File: src/rtl/ws2812_pkg.sv
// -----------------------------------------------------------------------------
// ws2812_pkg
// Shared constants and types for the WS2812B pixel path. The Game-of-Life
// controller derives its transmit window (TRANSMIT_CYCLES) from the same
// numbers, so the serializer and the controller cannot drift apart.
//   state_t          serializer FSM states
//   CYCLES_PER_BIT   clocks per WS2812 bit slot (1.25 us at 12 MHz)
//   T0H/T1H_CYCLES   high time of a '0' / '1' bit
//   BITS_PER_PIXEL   GRB bits per pixel, MSB first
//   scale_grb()      per-channel brightness shift of a packed GRB word
// -----------------------------------------------------------------------------
package ws2812_pkg;

   typedef enum logic [1:0] {
      IDLE   = 2'd0,
      LOADED = 2'd1,
      SEND   = 2'd2,
      DONE   = 2'd3
   } state_t;

   localparam int CYCLES_PER_BIT  = 15;
   localparam int T0H_CYCLES      = 4;
   localparam int T1H_CYCLES      = 10;
   localparam int BITS_PER_PIXEL  = 24;
   localparam int BIT_IDX_W       = 5;
   localparam int TRANSMIT_CYCLES = BITS_PER_PIXEL * CYCLES_PER_BIT;

   localparam logic [23:0] ALIVE_GRB_DEFAULT = 24'h200000;
   localparam logic [23:0] DEAD_GRB_DEFAULT  = 24'h000000;

   // Each byte is shifted on its own so no bits bleed between channels.
   function automatic logic [23:0] scale_grb(input logic [23:0] grb, input int shift);
      logic [7:0] g;
      logic [7:0] r;
      logic [7:0] b;
      g = grb[23:16] >> shift;
      r = grb[15:8]  >> shift;
      b = grb[7:0]   >> shift;
      return {g, r, b};
   endfunction

endpackage

File: src/rtl/ws2812_pixel_serializer_if.sv
// -----------------------------------------------------------------------------
// ws2812_pixel_serializer_if
// Strobe/status bundle between the Game-of-Life controller (master) and the
// WS2812B serializer (slave).
//   load_sreg       controller -> serializer  latch colour for pixel_value
//   transmit_pixel  controller -> serializer  high for the whole pixel window
//   pixel_value     controller -> serializer  cell state (1 = alive)
//   ws_out          serializer -> line        WS2812B data line
//   busy            serializer -> controller  high while bits are going out
//   bit_index       serializer -> controller  bit currently sent (0 = G[7])
//   proto_err       serializer -> controller  sticky protocol error
// -----------------------------------------------------------------------------
interface ws2812_pixel_serializer_if;
   import ws2812_pkg::*;

   logic                 load_sreg;
   logic                 transmit_pixel;
   logic                 pixel_value;
   logic                 ws_out;
   logic                 busy;
   logic [BIT_IDX_W-1:0] bit_index;
   logic                 proto_err;

   modport master (
      output load_sreg, transmit_pixel, pixel_value,
      input  ws_out, busy, bit_index, proto_err
   );

   modport slave (
      input  load_sreg, transmit_pixel, pixel_value,
      output ws_out, busy, bit_index, proto_err
   );

endinterface

File: src/rtl/ws2812_bit_timer.sv
// -----------------------------------------------------------------------------
// ws2812_bit_timer
// Cycle counter for one WS2812 bit slot plus the high/low compare.
//   clk, rst     clock, asynchronous active-high reset
//   i_run        count while high, hold at 0 while low
//   i_one        value of the bit in the current slot
//   o_slot_end   last cycle of the current slot
//   o_level      line level this cycle of the slot should produce
// -----------------------------------------------------------------------------
module ws2812_bit_timer #(
   parameter int CYCLES_PER_BIT = ws2812_pkg::CYCLES_PER_BIT,
   parameter int T0H_CYCLES     = ws2812_pkg::T0H_CYCLES,
   parameter int T1H_CYCLES     = ws2812_pkg::T1H_CYCLES
) (
   input  logic clk,
   input  logic rst,
   input  logic i_run,
   input  logic i_one,
   output logic o_slot_end,
   output logic o_level
);

   // One extra bit of headroom so a high time equal to the slot still fits.
   localparam int              CW       = $clog2(CYCLES_PER_BIT + 1);
   localparam logic [CW-1:0]   LAST_CYC = CW'(CYCLES_PER_BIT - 1);
   localparam logic [CW-1:0]   T0H      = CW'(T0H_CYCLES);
   localparam logic [CW-1:0]   T1H      = CW'(T1H_CYCLES);

   logic [CW-1:0] r_cyc;

   always_ff @(posedge clk or posedge rst) begin
      if (rst) begin
         r_cyc <= '0;
      end else if (!i_run || (r_cyc == LAST_CYC)) begin
         r_cyc <= '0;
      end else begin
         r_cyc <= r_cyc + CW'(1);
      end
   end

   assign o_slot_end = i_run && (r_cyc == LAST_CYC);
   assign o_level    = (r_cyc < (i_one ? T1H : T0H));

endmodule

File: src/rtl/ws2812_pixel_serializer.sv
// -----------------------------------------------------------------------------
// ws2812_pixel_serializer
// Turns the controller's load/transmit strobes into the single-wire WS2812B
// waveform: 24 GRB bits per pixel, MSB first, one bit per CYCLES_PER_BIT clocks.
// Alive/dead cells map to fixed colours, optionally dimmed by BRIGHT_SHIFT.
//   clk, rst   clock, asynchronous active-high reset
//   io_bus     slave side of ws2812_pixel_serializer_if
//              (load_sreg, transmit_pixel, pixel_value in;
//               ws_out, busy, bit_index, proto_err out)
// -----------------------------------------------------------------------------
module ws2812_pixel_serializer #(
   parameter int          CYCLES_PER_BIT = ws2812_pkg::CYCLES_PER_BIT,
   parameter int          T0H_CYCLES     = ws2812_pkg::T0H_CYCLES,
   parameter int          T1H_CYCLES     = ws2812_pkg::T1H_CYCLES,
   parameter logic [23:0] ALIVE_GRB      = ws2812_pkg::ALIVE_GRB_DEFAULT,
   parameter logic [23:0] DEAD_GRB       = ws2812_pkg::DEAD_GRB_DEFAULT,
   parameter int          BRIGHT_SHIFT   = 0
) (
   input  logic                            clk,
   input  logic                            rst,
   ws2812_pixel_serializer_if.slave        io_bus
);
   import ws2812_pkg::*;

   localparam logic [BIT_IDX_W-1:0] LAST_BIT = BIT_IDX_W'(BITS_PER_PIXEL - 1);

   state_t               r_state;
   logic [23:0]          r_sreg;
   logic [BIT_IDX_W-1:0] r_bit_idx;
   logic                 r_ws_out;
   logic                 r_busy;
   logic                 r_proto_err;

   logic                 w_run;
   logic                 w_slot_end;
   logic                 w_level;
   logic [23:0]          w_colour;

   assign w_run    = (r_state == SEND);
   assign w_colour = scale_grb(io_bus.pixel_value ? ALIVE_GRB : DEAD_GRB, BRIGHT_SHIFT);

   ws2812_bit_timer #(
      .CYCLES_PER_BIT (CYCLES_PER_BIT),
      .T0H_CYCLES     (T0H_CYCLES),
      .T1H_CYCLES     (T1H_CYCLES)
   ) u_bit_timer (
      .clk        (clk),
      .rst        (rst),
      .i_run      (w_run),
      .i_one      (r_sreg[23]),
      .o_slot_end (w_slot_end),
      .o_level    (w_level)
   );

   // ws_out is the registered copy of the timer level, so the line trails the
   // SEND state by one clock and the pixel occupies exactly 24 slots on the wire.
   always_ff @(posedge clk or posedge rst) begin
      if (rst) begin
         r_state     <= IDLE;
         r_sreg      <= '0;
         r_bit_idx   <= '0;
         r_ws_out    <= 1'b0;
         r_busy      <= 1'b0;
         r_proto_err <= 1'b0;
      end else begin
         case (r_state)
            IDLE: begin
               r_ws_out <= 1'b0;
               if (io_bus.load_sreg) begin
                  r_sreg  <= w_colour;
                  r_state <= LOADED;
               end else if (io_bus.transmit_pixel) begin
                  // Transmit with nothing loaded: refuse to send.
                  r_proto_err <= 1'b1;
               end
            end

            LOADED: begin
               r_ws_out <= 1'b0;
               if (io_bus.load_sreg) begin
                  r_sreg <= w_colour;
               end
               if (io_bus.transmit_pixel) begin
                  r_state   <= SEND;
                  r_busy    <= 1'b1;
                  r_bit_idx <= '0;
               end
            end

            SEND: begin
               if (io_bus.load_sreg) begin
                  // The pixel in flight is never disturbed.
                  r_proto_err <= 1'b1;
               end
               // The final slot end wins over a falling transmit_pixel: the
               // controller drops it on exactly that cycle.
               if (w_slot_end && (r_bit_idx == LAST_BIT)) begin
                  r_ws_out  <= w_level;
                  r_state   <= DONE;
                  r_busy    <= 1'b0;
                  r_bit_idx <= '0;
               end else if (!io_bus.transmit_pixel) begin
                  r_ws_out    <= 1'b0;
                  r_state     <= IDLE;
                  r_busy      <= 1'b0;
                  r_bit_idx   <= '0;
                  r_proto_err <= 1'b1;
               end else begin
                  r_ws_out <= w_level;
                  if (w_slot_end) begin
                     r_sreg    <= {r_sreg[22:0], 1'b0};
                     r_bit_idx <= r_bit_idx + BIT_IDX_W'(1);
                  end
               end
            end

            DONE: begin
               r_ws_out <= 1'b0;
               // A lingering transmit_pixel is the controller's inclusive count;
               // wait it out. A new load already queues the next pixel.
               if (io_bus.load_sreg) begin
                  r_sreg  <= w_colour;
                  r_state <= LOADED;
               end else if (!io_bus.transmit_pixel) begin
                  r_state <= IDLE;
               end
            end

            default: begin
               r_state <= IDLE;
            end
         endcase
      end
   end

   assign io_bus.ws_out    = r_ws_out;
   assign io_bus.busy      = r_busy;
   assign io_bus.bit_index = r_bit_idx;
   assign io_bus.proto_err = r_proto_err;

endmodule
File: src/flat_wrapper.sv
// flat-port wrapper written by rule: the top's interface ports become plain ports
module ws2812_pixel_serializer_flat import ws2812_pkg::*;
#(
   parameter int          CYCLES_PER_BIT = ws2812_pkg::CYCLES_PER_BIT,
   parameter int          T0H_CYCLES     = ws2812_pkg::T0H_CYCLES,
   parameter int          T1H_CYCLES     = ws2812_pkg::T1H_CYCLES,
   parameter logic [23:0] ALIVE_GRB      = ws2812_pkg::ALIVE_GRB_DEFAULT,
   parameter logic [23:0] DEAD_GRB       = ws2812_pkg::DEAD_GRB_DEFAULT,
   parameter int          BRIGHT_SHIFT   = 0
)
  (clk, rst, io_bus_load_sreg, io_bus_transmit_pixel, io_bus_pixel_value, io_bus_ws_out, io_bus_busy, io_bus_bit_index, io_bus_proto_err);
  ws2812_pixel_serializer_if io_bus_i ();
  input  logic clk;
  input  logic rst;
  input wire logic [$bits(io_bus_i.load_sreg)-1:0] io_bus_load_sreg;
  input wire logic [$bits(io_bus_i.transmit_pixel)-1:0] io_bus_transmit_pixel;
  input wire logic [$bits(io_bus_i.pixel_value)-1:0] io_bus_pixel_value;
  output wire logic [$bits(io_bus_i.ws_out)-1:0] io_bus_ws_out;
  output wire logic [$bits(io_bus_i.busy)-1:0] io_bus_busy;
  output wire logic [$bits(io_bus_i.bit_index)-1:0] io_bus_bit_index;
  output wire logic [$bits(io_bus_i.proto_err)-1:0] io_bus_proto_err;
  assign io_bus_i.load_sreg = io_bus_load_sreg;
  assign io_bus_i.transmit_pixel = io_bus_transmit_pixel;
  assign io_bus_i.pixel_value = io_bus_pixel_value;
  assign io_bus_ws_out = io_bus_i.ws_out;
  assign io_bus_busy = io_bus_i.busy;
  assign io_bus_bit_index = io_bus_i.bit_index;
  assign io_bus_proto_err = io_bus_i.proto_err;
  ws2812_pixel_serializer #(.CYCLES_PER_BIT(CYCLES_PER_BIT), .T0H_CYCLES(T0H_CYCLES), .T1H_CYCLES(T1H_CYCLES), .ALIVE_GRB(ALIVE_GRB), .DEAD_GRB(DEAD_GRB), .BRIGHT_SHIFT(BRIGHT_SHIFT)) u_core (.clk(clk), .rst(rst), .io_bus(io_bus_i));
endmodule
File: config.mk
export PLATFORM = sky130hd
export DESIGN_NAME = ws2812_pixel_serializer_flat
export DESIGN_NICKNAME = d
export VERILOG_FILES = /design/src/rtl/ws2812_pkg.sv /design/src/rtl/ws2812_pixel_serializer_if.sv /design/src/rtl/ws2812_bit_timer.sv /design/src/rtl/ws2812_pixel_serializer.sv /design/src/flat_wrapper.sv
export SDC_FILE = /design/constraint.sdc
export NUM_CORES = 1
export LEC_CHECK = 0
export CORE_MARGIN = 8
export CORE_UTILIZATION = 54
export DETAILED_ROUTE_END_ITERATION = 10
export GPL_TIMING_DRIVEN = 0
export PLACE_DENSITY = 0.79
export SLEW_MARGIN = 10
export SYNTH_ARGS = -nofsm -noshare
export SYNTH_HDL_FRONTEND = slang
export SYNTH_SLANG_ARGS = --single-unit
File: constraint.sdc
create_clock -name clk -period 2.01 [get_ports clk]
set_input_delay 0.3015 -clock clk [delete_from_list [all_inputs] [get_ports clk]]
set_output_delay 0.3015 -clock clk [all_outputs]
set_load 0.02 [all_outputs]
==> flow_summary.toml, run 1 <==
[job]
max_cap_viol_count = 0

[logic_synthesis]
async_flop_share_pct = 100.0
synth_ff_type = "dfrtp_1"
ys_seq_area_share_pct = 39.91
ys_types = 37
synth-edff-count = 0
yosysWarnings = 0
syn_nets = 121
synthCells = 107
syn_area_um2 = 1066
ys_ff_latch = 17
postSynthAreaPerCell_um2 = 9.963

[global_route]
grt_pass1_wl_mm = 3.829
antenna_found_initial = 0
grt_max_degree = 18
grt_pass1_vias = 894
grt_usage_pct = 13.59
overflow = 0

[power]
seq_power_share_pct = 37.6
p_switching_w = 0.0005072
internal_power_w = 0.0007089
leakagePower_nw = 0.5389
sw_frac_of_total_pct = 41.71
pwr-share-comb_pct = 47.2
powerDensity_nw_per_um2 = 983.7
ir_drop_mv = 0.5155
p_clk_share_pct = 15.2
finalPower_w = 0.001216

[cells_and_area]
area_delta_synth_final_pct = 15.96
final_cells = 149
nets = 137
num_antenna_cells = 0
drive_gt1_share_pct = 11.48

[route]
num_vias = 882
drtPass1Iterations = 4
vias_per_cell = 5.919
ant_nets = 0
wl_per_cell_um = 14.56
drt_wl_total_mm = 2.169
drc = 0
drt_iter0_drc = 21

[run_status]
outcome = "finished, final reports clean"

[setup_path]
worstPathMaxFanout = 7
path_cells = "clkdlybuf4s50_1"
worst-path-stages = 1
endpoint_kind = "output pin"
slowest_stage = "clkdlybuf4s50_1"
rrSetupSlack_ns = 0.36
arrival_ns = 1.42
cp.required_ns = 1.71
critical_path_buf_inv_count = 1
cp-startpoint = "u_core.io_bus.bit_index[2]"
cp-endpoint = "io_bus_bit_index[2]"
critPathKind = "flip-flop to output pin"
critPathTopFamily = "buffers and inverters"
ff2ff_path_depth = 6
worstReg2RegStart = "u_core.r_state[0]"
rr_endpoint = "u_core.io_bus.bit_index[0]"
startpoint_type = "flip-flop"
cpPeakStageDelay_ns = 0.65

[floorplan]
dieArea_um2 = 3652
ios = 13
die_x_um = 60.43
rows = 16
core_area_um2 = 1902
die_y_um = 60.43
initial_utilization_pct = 56.05

[sta]
slew_headroom_pct = 56.05
finalSetupViolations = 0
rsz0062_at_grt = "false"
layout_worst_path_cycle_share_pct = 85.61
fin_skew_ns = 0.001321
fmax_mhz = 581.1
fin_hold_ws_ns = 0.3069
finalHoldViolCount = 0
setup_tns_ns = 0
slew_violations = 0
tightest_slew_ns = 0.6586
fin_crit_ns = 1.721

[clock_tree]
cts_hold_buf = 0
clkLatencyLatePin_ns = 0.29
post_cts_resized = 0
cts_root_buf = "clkbuf_4"
htree_num_levels = 1
clockBufferDepth = 2
cts_tree = "done"
cts_buffers = 3
clk_pin_slew_worst_paths_ns = 0.09
clock-sinks = 17
cts_setup_buffers = 0

[hold_path]
min_path_type = "primary input to flip-flop"

[placed_design]
port_buffers = 11
place_congestion = 0.8382
place.detailed.hpwl_mm = 1.592
dp.cells = 145
## logic make-up (layout without fill, tap and decap cells)
logic type | count (synthesis) | count (layout) | synth area share (%)
AOI/OAI and AO/OA | 28 | 28 | 19.01
buffers and inverters | 14 | 29 | 5.400
adders and majority gates | 9 | 9 | 10.56
DFF | 17 | 17 | 39.91
muxes | 4 | 4 | 3.873
xor gates and xnor gates | 1 | 1 | 0.8217
and+or+nand+nor | 34 | 34 | 20.42
## power by group through the flow
stage	sequential, W	combinational, W	clock, W
final	0.000457	0.000574	0.000185
after global routing	0.000465	0.000638	0.000206
after CTS	0.000457	0.000573	0.000191
after detailed placement	0.000465	0.000567	0
after global placement	0.000461	0.000547	0
after floorplan	0.000469	0.000421	0
## cell usage in the layout, fill, tap and decap left out, types with 4 or more instances in the layout
cell type         n
dfrtp_1          17
nor2_1            4
nand3_1           6
o21ai_0           5
nand2_1           7
clkdlybuf4s50_1  11
ha_1              9
a21oi_1           5
nand2b_1          4
buf_2             4
inv_1            10
## per-stage QoR
stage / instance area, um^2 / setup WS (ns) / util, %
2_1_floorplan: 1066 / 0.4306 / -
3_3_place_gp: 1210 / 0.4070 / 63.62
3_5_place_dp: 1210 / 0.3919 / 63.62
4_1_cts: 1236 / 0.2900 / 65.00
5_1_grt: 1236 / 0.2304 / 65.00
6_report: 1236 / 0.2892 / 65.00
## routing by layer
layer	GRT usage, %	part of all wire (%)	wire length [um]
met1	17.21	47	1011
met2	21.65	47	1009
met3	2.119	4.8	105
met4	7.309	1.9	42
met5	0	0	0
## area by class of cell
type	instances	area, um^2
Inverter	10	37.54
Timing Repair Buffer	11	110.1
Multi-Input combinational cell	76	583.1
Clock buffer	4	26.28
Sequential cell	17	425.4
Tap cell	27	33.78
Buffer	4	20.02
Fill cell	157	665.6
## synthesized netlist by cell type (2+ instances only)
| cell | number | share of area, % |
|---|---|---|
| a21oi_1 | 5 | 2.3 |
| a31oi_1 | 2 | 1.2 |
| a41oi_1 | 2 | 1.6 |
| buf_2 | 4 | 1.9 |
| dfrtp_1 | 17 | 40 |
| ha_1 | 9 | 11 |
| inv_1 | 10 | 3.5 |
| mux2i_1 | 3 | 2.8 |
| nand2_1 | 7 | 2.5 |
| nand2b_1 | 4 | 2.3 |
| nand3_1 | 6 | 2.8 |
| nand4b_1 | 3 | 2.5 |
| nor2_1 | 4 | 1.4 |
| o211a_1 | 2 | 1.9 |
| o211ai_1 | 3 | 2.1 |
| o21ai_0 | 5 | 2.3 |
## state kept, by name, summed over array words and instances (netlist names)
register and cells:
u_core.r_sreg 3, u_core.io_bus.ws_out 1, u_core.u_bit_timer.r_cyc 4, u_core.io_bus.proto_err 1
u_core.r_state 2, u_core.io_bus.busy 1, u_core.io_bus.bit_index 5
## worst min path at each step
stage	from	endpoint	slack, ns	depth (start not counted)
global route	io_bus_transmit_pixel	u_core.io_bus.proto_err	0.33	2
CTS	io_bus_transmit_pixel	u_core.io_bus.proto_err	0.30	2
global placement	u_core.io_bus.proto_err	u_core.io_bus.proto_err	0.46	2
finish	io_bus_transmit_pixel	u_core.io_bus.proto_err	0.31	2
detailed placement	u_core.io_bus.proto_err	u_core.io_bus.proto_err	0.47	2
floorplan	rst	u_core.io_bus.bit_index[0]	0.23	1
(Power assumes the default switching activity.)
==> run 2: changes to the inputs <==
ABC_AREA = 1   (was default)
PLACE_DENSITY = 0.78   (was 0.79)
==> run 2 against run 1 <==
  * Maximum frequency rose by 2.0%
  * Cell count rose by 20%
  * Largest power group unchanged
  * Worst hold slack improved by 0.057 ns
  * Critical path type unchanged
  * Sequential power rose by 7.2%
  * Combinational power rose by 39%
  * Critical path depth did not move
  * Setup slack improved by 0.034 ns
  * Clock power rose by 2%
  * Synthesized cell count rose by 27%
  * Count of clock-buffer cells in the layout fell by 1
  * First-iteration DRC count rose by 110%
  * Clock skew rose by 0.0058 ns
==> flow_summary.toml, run 2 <==
[run_status]
outcome = "finished, final reports clean"

[setup_path]
path_cells = "clkdlybuf4s50_1"
startpoint_type = "flip-flop"
ff2ff_path_depth = 10
critical_path_buf_inv_count = 1
cpPeakStageDelay_ns = 0.64
worstPathMaxFanout = 5
rr_endpoint = "u_core.io_bus.bit_index[4]"
cp.required_ns = 1.71
endpoint_kind = "output pin"
critPathKind = "flip-flop to output pin"
critPathTopFamily = "buffers and inverters"
rrSetupSlack_ns = 0.54
arrival_ns = 1.38
slowest_stage = "clkdlybuf4s50_1"
worstReg2RegStart = "u_core.r_state[0]"

[logic_synthesis]
synthCells = 136
yosysWarnings = 0
synth_top_area_share_pct = 38.42
synth-edff-count = 0
postSynthAreaPerCell_um2 = 8.142
ys_ff_latch = 17
yosysTopAreaCell = "dfrtp_1"
yosysMostFrequentCell = "nand2_1"
syn_area_um2 = 1107
ys_types = 27
async_flop_share_pct = 100.0
syn_nets = 150
ys_seq_area_share_pct = 38.42
yosys-top-cells-count = "nand2_1, dfrtp_1, nor2_1, inv_1, ha_1"
synth_ff_type = "dfrtp_1"
synthTopCellsByArea = "dfrtp_1, nand2_1, ha_1, nor2_1, inv_1"

[sta]
fmax_mhz = 593.0
rsz0062_at_grt = "false"
setup_tns_ns = 0
layout_worst_path_cycle_share_pct = 83.90
slew_headroom_pct = 57.59
fin_skew_ns = 0.007074
fin_crit_ns = 1.686
tightest_slew_ns = 0.6354
fin_hold_ws_ns = 0.3635
finalSetupViolations = 0
slew_violations = 0
finalHoldViolCount = 0

[clock_tree]
clkLatencyLatePin_ns = 0.30
cts_hold_buf = 0
htree_num_levels = 1
post_cts_resized = 0
clk_pin_slew_worst_paths_ns = 0.10
cts_root_buf = "clkbuf_4"
cts_buffers = 3
clockBufferDepth = 2
clock-sinks = 17
cts_setup_buffers = 0
cts_tree = "done"

[global_route]
overflow = 0
antenna_found_initial = 0
grt_pass1_vias = 904
grt_max_degree = 18
grt_usage_pct = 13.55
grt_pass1_wl_mm = 3.815

[placed_design]
placed_cell_area_um2 = 1261
place_congestion = 0.8815
port_buffers = 12
place.detailed.hpwl_mm = 1.687

[floorplan]
die_y_um = 61.29
core_area_um2 = 1942
ios = 13
rows = 16
dieArea_um2 = 3756
initial_utilization_pct = 57.02
die_x_um = 61.29

[power]
pwr-share-comb_pct = 54.0
internal_power_w = 0.0007928
leakagePower_nw = 0.6631
seq_power_share_pct = 33.2
powerDensity_nw_per_um2 = 1144
p_switching_w = 0.0006810
sw_frac_of_total_pct = 46.21
ir_drop_mv = 0.9203
p_clk_share_pct = 12.8

[route]
wl_per_cell_um = 12.32
drt_wl_total_mm = 2.205
num_vias = 922
drc = 0
drtPass1Iterations = 4
ant_nets = 0
vias_per_cell = 5.151
drt_iter0_drc = 44

[job]
max_cap_viol_count = 0

[cells_and_area]
fillers = 161
largest_reg_flops = 5
fin_util_pct = 66.37
area_delta_synth_final_pct = 16.38
final_cell_mix = "nand2_1, dfrtp_1, nor2_1, inv_1, clkdlybuf4s50_1"
drive_gt1_share_pct = 14.47
nets = 167
num_antenna_cells = 0
stdcell_area_um2 = 1289
mostFrequentLayoutCell = "nand2_1"

[hold_path]
min_path_type = "primary input to asynchronous set/reset pin"
==> run 2: worst max path at each step <==
stage / from / endpoint / slack (ns) / depth (start not counted)
2_1_floorplan: u_core.r_state[0] / u_core.io_bus.bit_index[0] / 0.69 / 10
3_3_place_gp: io_bus_transmit_pixel / u_core.io_bus.bit_index[0] / 0.46 / 9
3_5_place_dp: io_bus_transmit_pixel / u_core.io_bus.bit_index[1] / 0.46 / 9
4_1_cts: u_core.io_bus.bit_index[0] / io_bus_bit_index[0] / 0.32 / 1
5_1_grt: u_core.io_bus.bit_index[0] / io_bus_bit_index[0] / 0.25 / 1
6_report: u_core.io_bus.bit_index[0] / io_bus_bit_index[0] / 0.32 / 1
==> run 2: metal layers <==
layer	global-route usage [%]	vias up	share of wire (%)
met4	5.980	0	2.2
met3	3.549	8	7.2
li1	-	472	-
met2	22.99	33	47
met5	0	-	0
met1	15.53	409	44
==> run 2: area by class of cell <==
type                    count  area (um^2)  area share, %
inverters                  21        86.33          6.699
multi-input cells          97        584.3          45.34
well taps                  27        33.78          2.621
repair buffers             12        120.1          9.320
plain buffers               1        11.26         0.8738
flip-flops and latches     17        425.4          33.01
clock buffers               3        22.52          1.748
clock inverters             1        5.005         0.3883
==> run 2: cell families (layout without fill, tap and decap cells) <==
group,Yosys count,count (layout),synth area share (%)
buf+inv,22,38,8.813
xor+xnor,2,2,1.582
fa+ha+maj,9,9,10.17
flops,17,17,38.42
compound gates,11,11,5.536
simple gates,75,75,35.48
==> run 2: metrics by stage <==
stage / setup slack [ns] / power [W] / std cells
2_1_floorplan: 0.6906 / 0.001094 / 136
3_3_place_gp: 0.4646 / 0.001253 / 175
3_5_place_dp: 0.4604 / 0.001287 / 175
4_1_cts: 0.3213 / 0.001473 / 179
5_1_grt: 0.2454 / 0.001589 / 179
6_report: 0.3236 / 0.001474 / 179
==> run 2: worst register-to-register path, cell delays in order, from the launching register on <==
cell and delay, ns:
dfrtp_1 0.41, inv_1 0.09, ha_1 0.21, buf_6 0.15, inv_4 0.08, nor2_4 0.04
nand2_2 0.13, nand2_1 0.07, nand2_1 0.08, clkinv_1 0.07, nor2_1 0.08
==> run 2: power groups by stage <==
| stage | Clock [W] | Sequential (W) | Combinational (W) |
|---|---|---|---|
| after floorplan | 0 | 0.000517 | 0.000577 |
| final | 0.000189 | 0.000490 | 0.000795 |
| after global placement | 0 | 0.000490 | 0.000764 |
| after CTS | 0.000188 | 0.000489 | 0.000796 |
| after global routing | 0.000205 | 0.000500 | 0.000884 |
| after detailed placement | 0 | 0.000496 | 0.000791 |
==> run 3: changes to the inputs <==
clock period = 1.6 ns   (was 2.01 ns; I/O delays follow)
==> run 3 against run 2 <==
  * Count of clock-buffer cells in the layout unchanged
  * Via count down 0.22%
  * Worst hold slack lost 0.061 ns
  * Clock skew increased by 0.0025 ns
  * First-iteration DRC count shrank 30%
  * Setup slack lost 0.25 ns
  * Register-to-register slack lost 0.37 ns
  * Cell count increased by 0.56%
  * Final area up 0.78%
  * Critical endpoint is now io_bus_bit_index[4]
==> flow_summary.toml, run 3 (synthesized netlist as in run 2, its figures left out) <==
[global_route]
grt_usage_pct = 13.55
grt_max_degree = 18
overflow = 0
antenna_found_initial = 0
grt_pass1_wl_mm = 3.815
grt_pass1_vias = 904

[cells_and_area]
largest_reg_flops = 5
num_antenna_cells = 0
fillers = 161
fin_util_pct = 66.88
area_delta_synth_final_pct = 17.29
final_cell_mix = "nand2_1, dfrtp_1, nor2_1, inv_1, ha_1"
mostFrequentLayoutCell = "nand2_1"
drive_gt1_share_pct = 15.03
nets = 168

[power]
seq_power_share_pct = 32.9
ir_drop_mv = 1.132
p_switching_w = 0.0008544
internal_power_w = 0.001002
sw_frac_of_total_pct = 46.03
powerDensity_nw_per_um2 = 1429
pwr-share-comb_pct = 54.5
p_clk_share_pct = 12.6
leakagePower_nw = 0.7142

[clock_tree]
clock-sinks = 17
clockBufferDepth = 2
cts_buffers = 3
clkLatencyLatePin_ns = 0.30
cts_root_buf = "clkbuf_4"
cts_tree = "done"
clk_pin_slew_worst_paths_ns = 0.10
htree_num_levels = 1

[route]
drt_iter0_drc = 31
vias_per_cell = 5.111
drc = 0
ant_nets = 0
drtPass1Iterations = 4
wl_per_cell_um = 12.32
num_vias = 920
drt_wl_total_mm = 2.218

[setup_path]
arrival_ns = 1.28
startpoint_type = "flip-flop"
endpoint_kind = "output pin"
cp.required_ns = 1.36
path_cells = "clkdlybuf4s50_1"
critPathKind = "flip-flop to output pin"
critPathTopFamily = "buffers and inverters"
worstPathMaxFanout = 3
cpPeakStageDelay_ns = 0.61
critical_path_buf_inv_count = 1
slowest_stage = "clkdlybuf4s50_1"

[floorplan]
die_y_um = 61.29
die_x_um = 61.29
dieArea_um2 = 3756
rows = 16
ios = 13
initial_utilization_pct = 57.02
core_area_um2 = 1942

[sta]
fmax_mhz = 656.8
fin_crit_ns = 1.522
setup_tns_ns = 0
layout_worst_path_cycle_share_pct = 95.15
fin_skew_ns = 0.009560
finalHoldViolCount = 0
rsz0062_at_grt = "false"
tightest_slew_ns = 0.6353
finalSetupViolations = 0
slew_headroom_pct = 57.60
fin_ws_ns = 0.07756
slew_violations = 0

[hold_path]
min_path_type = "primary input to asynchronous set/reset pin"

[placed_design]
dp_slack_ns = 0.1119
place.detailed.hpwl_mm = 1.687
port_buffers = 12
place_congestion = 0.8815

[job]
max_cap_viol_count = 0

[run_status]
outcome = "finished, final reports clean"
[run 3: changes by cell type in the layout (fill, tap and decap cells not counted), sizes merged]
cell	previous run	this run
buf	1	2
dlymetal6s2s	0	2
clkdlybuf4s50	12	8
dlygate4sd2	0	2
[run 3: layout make-up]
class                           instances  area [um^2]  area share (%)
Timing Repair Buffer                   13        130.1           10.02
Clock buffer                            3        22.52           1.734
Clock inverter                          1        5.005          0.3854
Inverter                               21        86.33           6.647
Tap cell                               27        33.78           2.601
Sequential cell                        17        425.4           32.76
Multi-Input combinational cell         97        584.3           44.99
Buffer                                  1        11.26          0.8670
[run 3: metal layers]
| metal | global-route usage, % | wire [um] |
|---|---|---|
| met2 | 22.99 | 1061 |
| met5 | 0 | 0 |
| met3 | 3.549 | 109 |
| met4 | 5.980 | 36 |
| met1 | 15.53 | 1010 |
[run 3: power by group through the flow]
stage                     Clock (W)  Combinational, W  Sequential (W)
after floorplan                   0          0.000724        0.000650
after global placement            0          0.000959        0.000615
after detailed placement          0          0.000993        0.000624
after CTS                  0.000237          0.000992        0.000613
after global routing       0.000257           0.00113        0.000625
final                      0.000234           0.00101        0.000611
[run 3: what timing repair did]
| action | 4_1_cts | 5_1_grt |
|---|---|---|
| setup buffers | 0 | 1 |
| gates resized for setup | 2 | 2 |
| setup endpoints to repair | 2 | 4 |
| hold buffers | 0 | 0 |
[run 3: path summary, 6_finish.rpt]
| path | slack, ns | endpoint | startpoint | cells past startpoint |
|---|---|---|---|---|
| setup / recovery | 0.08 | io_bus_bit_index[4] | u_core.io_bus.bit_index[4] | 1 |
| hold / removal | 0.30 | u_core.u_bit_timer.r_cyc[0] | rst | 2 |
| setup reg to reg | 0.17 | u_core.io_bus.busy | u_core.r_state[0] | 10 |
| hold reg to reg | 0.48 | u_core.io_bus.proto_err | u_core.io_bus.proto_err | 2 |
| max in group asynchronous | 0.88 | u_core.io_bus.bit_index[3] | rst | 2 |
| min in group clk | 0.48 | u_core.io_bus.proto_err | u_core.io_bus.proto_err | 2 |
[run 3: metrics by stage]
step	std cells	power, W	hold slack (ns)	cell area [um^2]
final	180	0.001856	0.3021	1299
after global routing	180	0.002008	0.3888	1299
after CTS	179	0.001842	0.3278	1286
after detailed placement	175	0.001617	0.4617	1261
after global placement	175	0.001575	0.4486	1261
after floorplan	136	0.001374	0.1661	1107
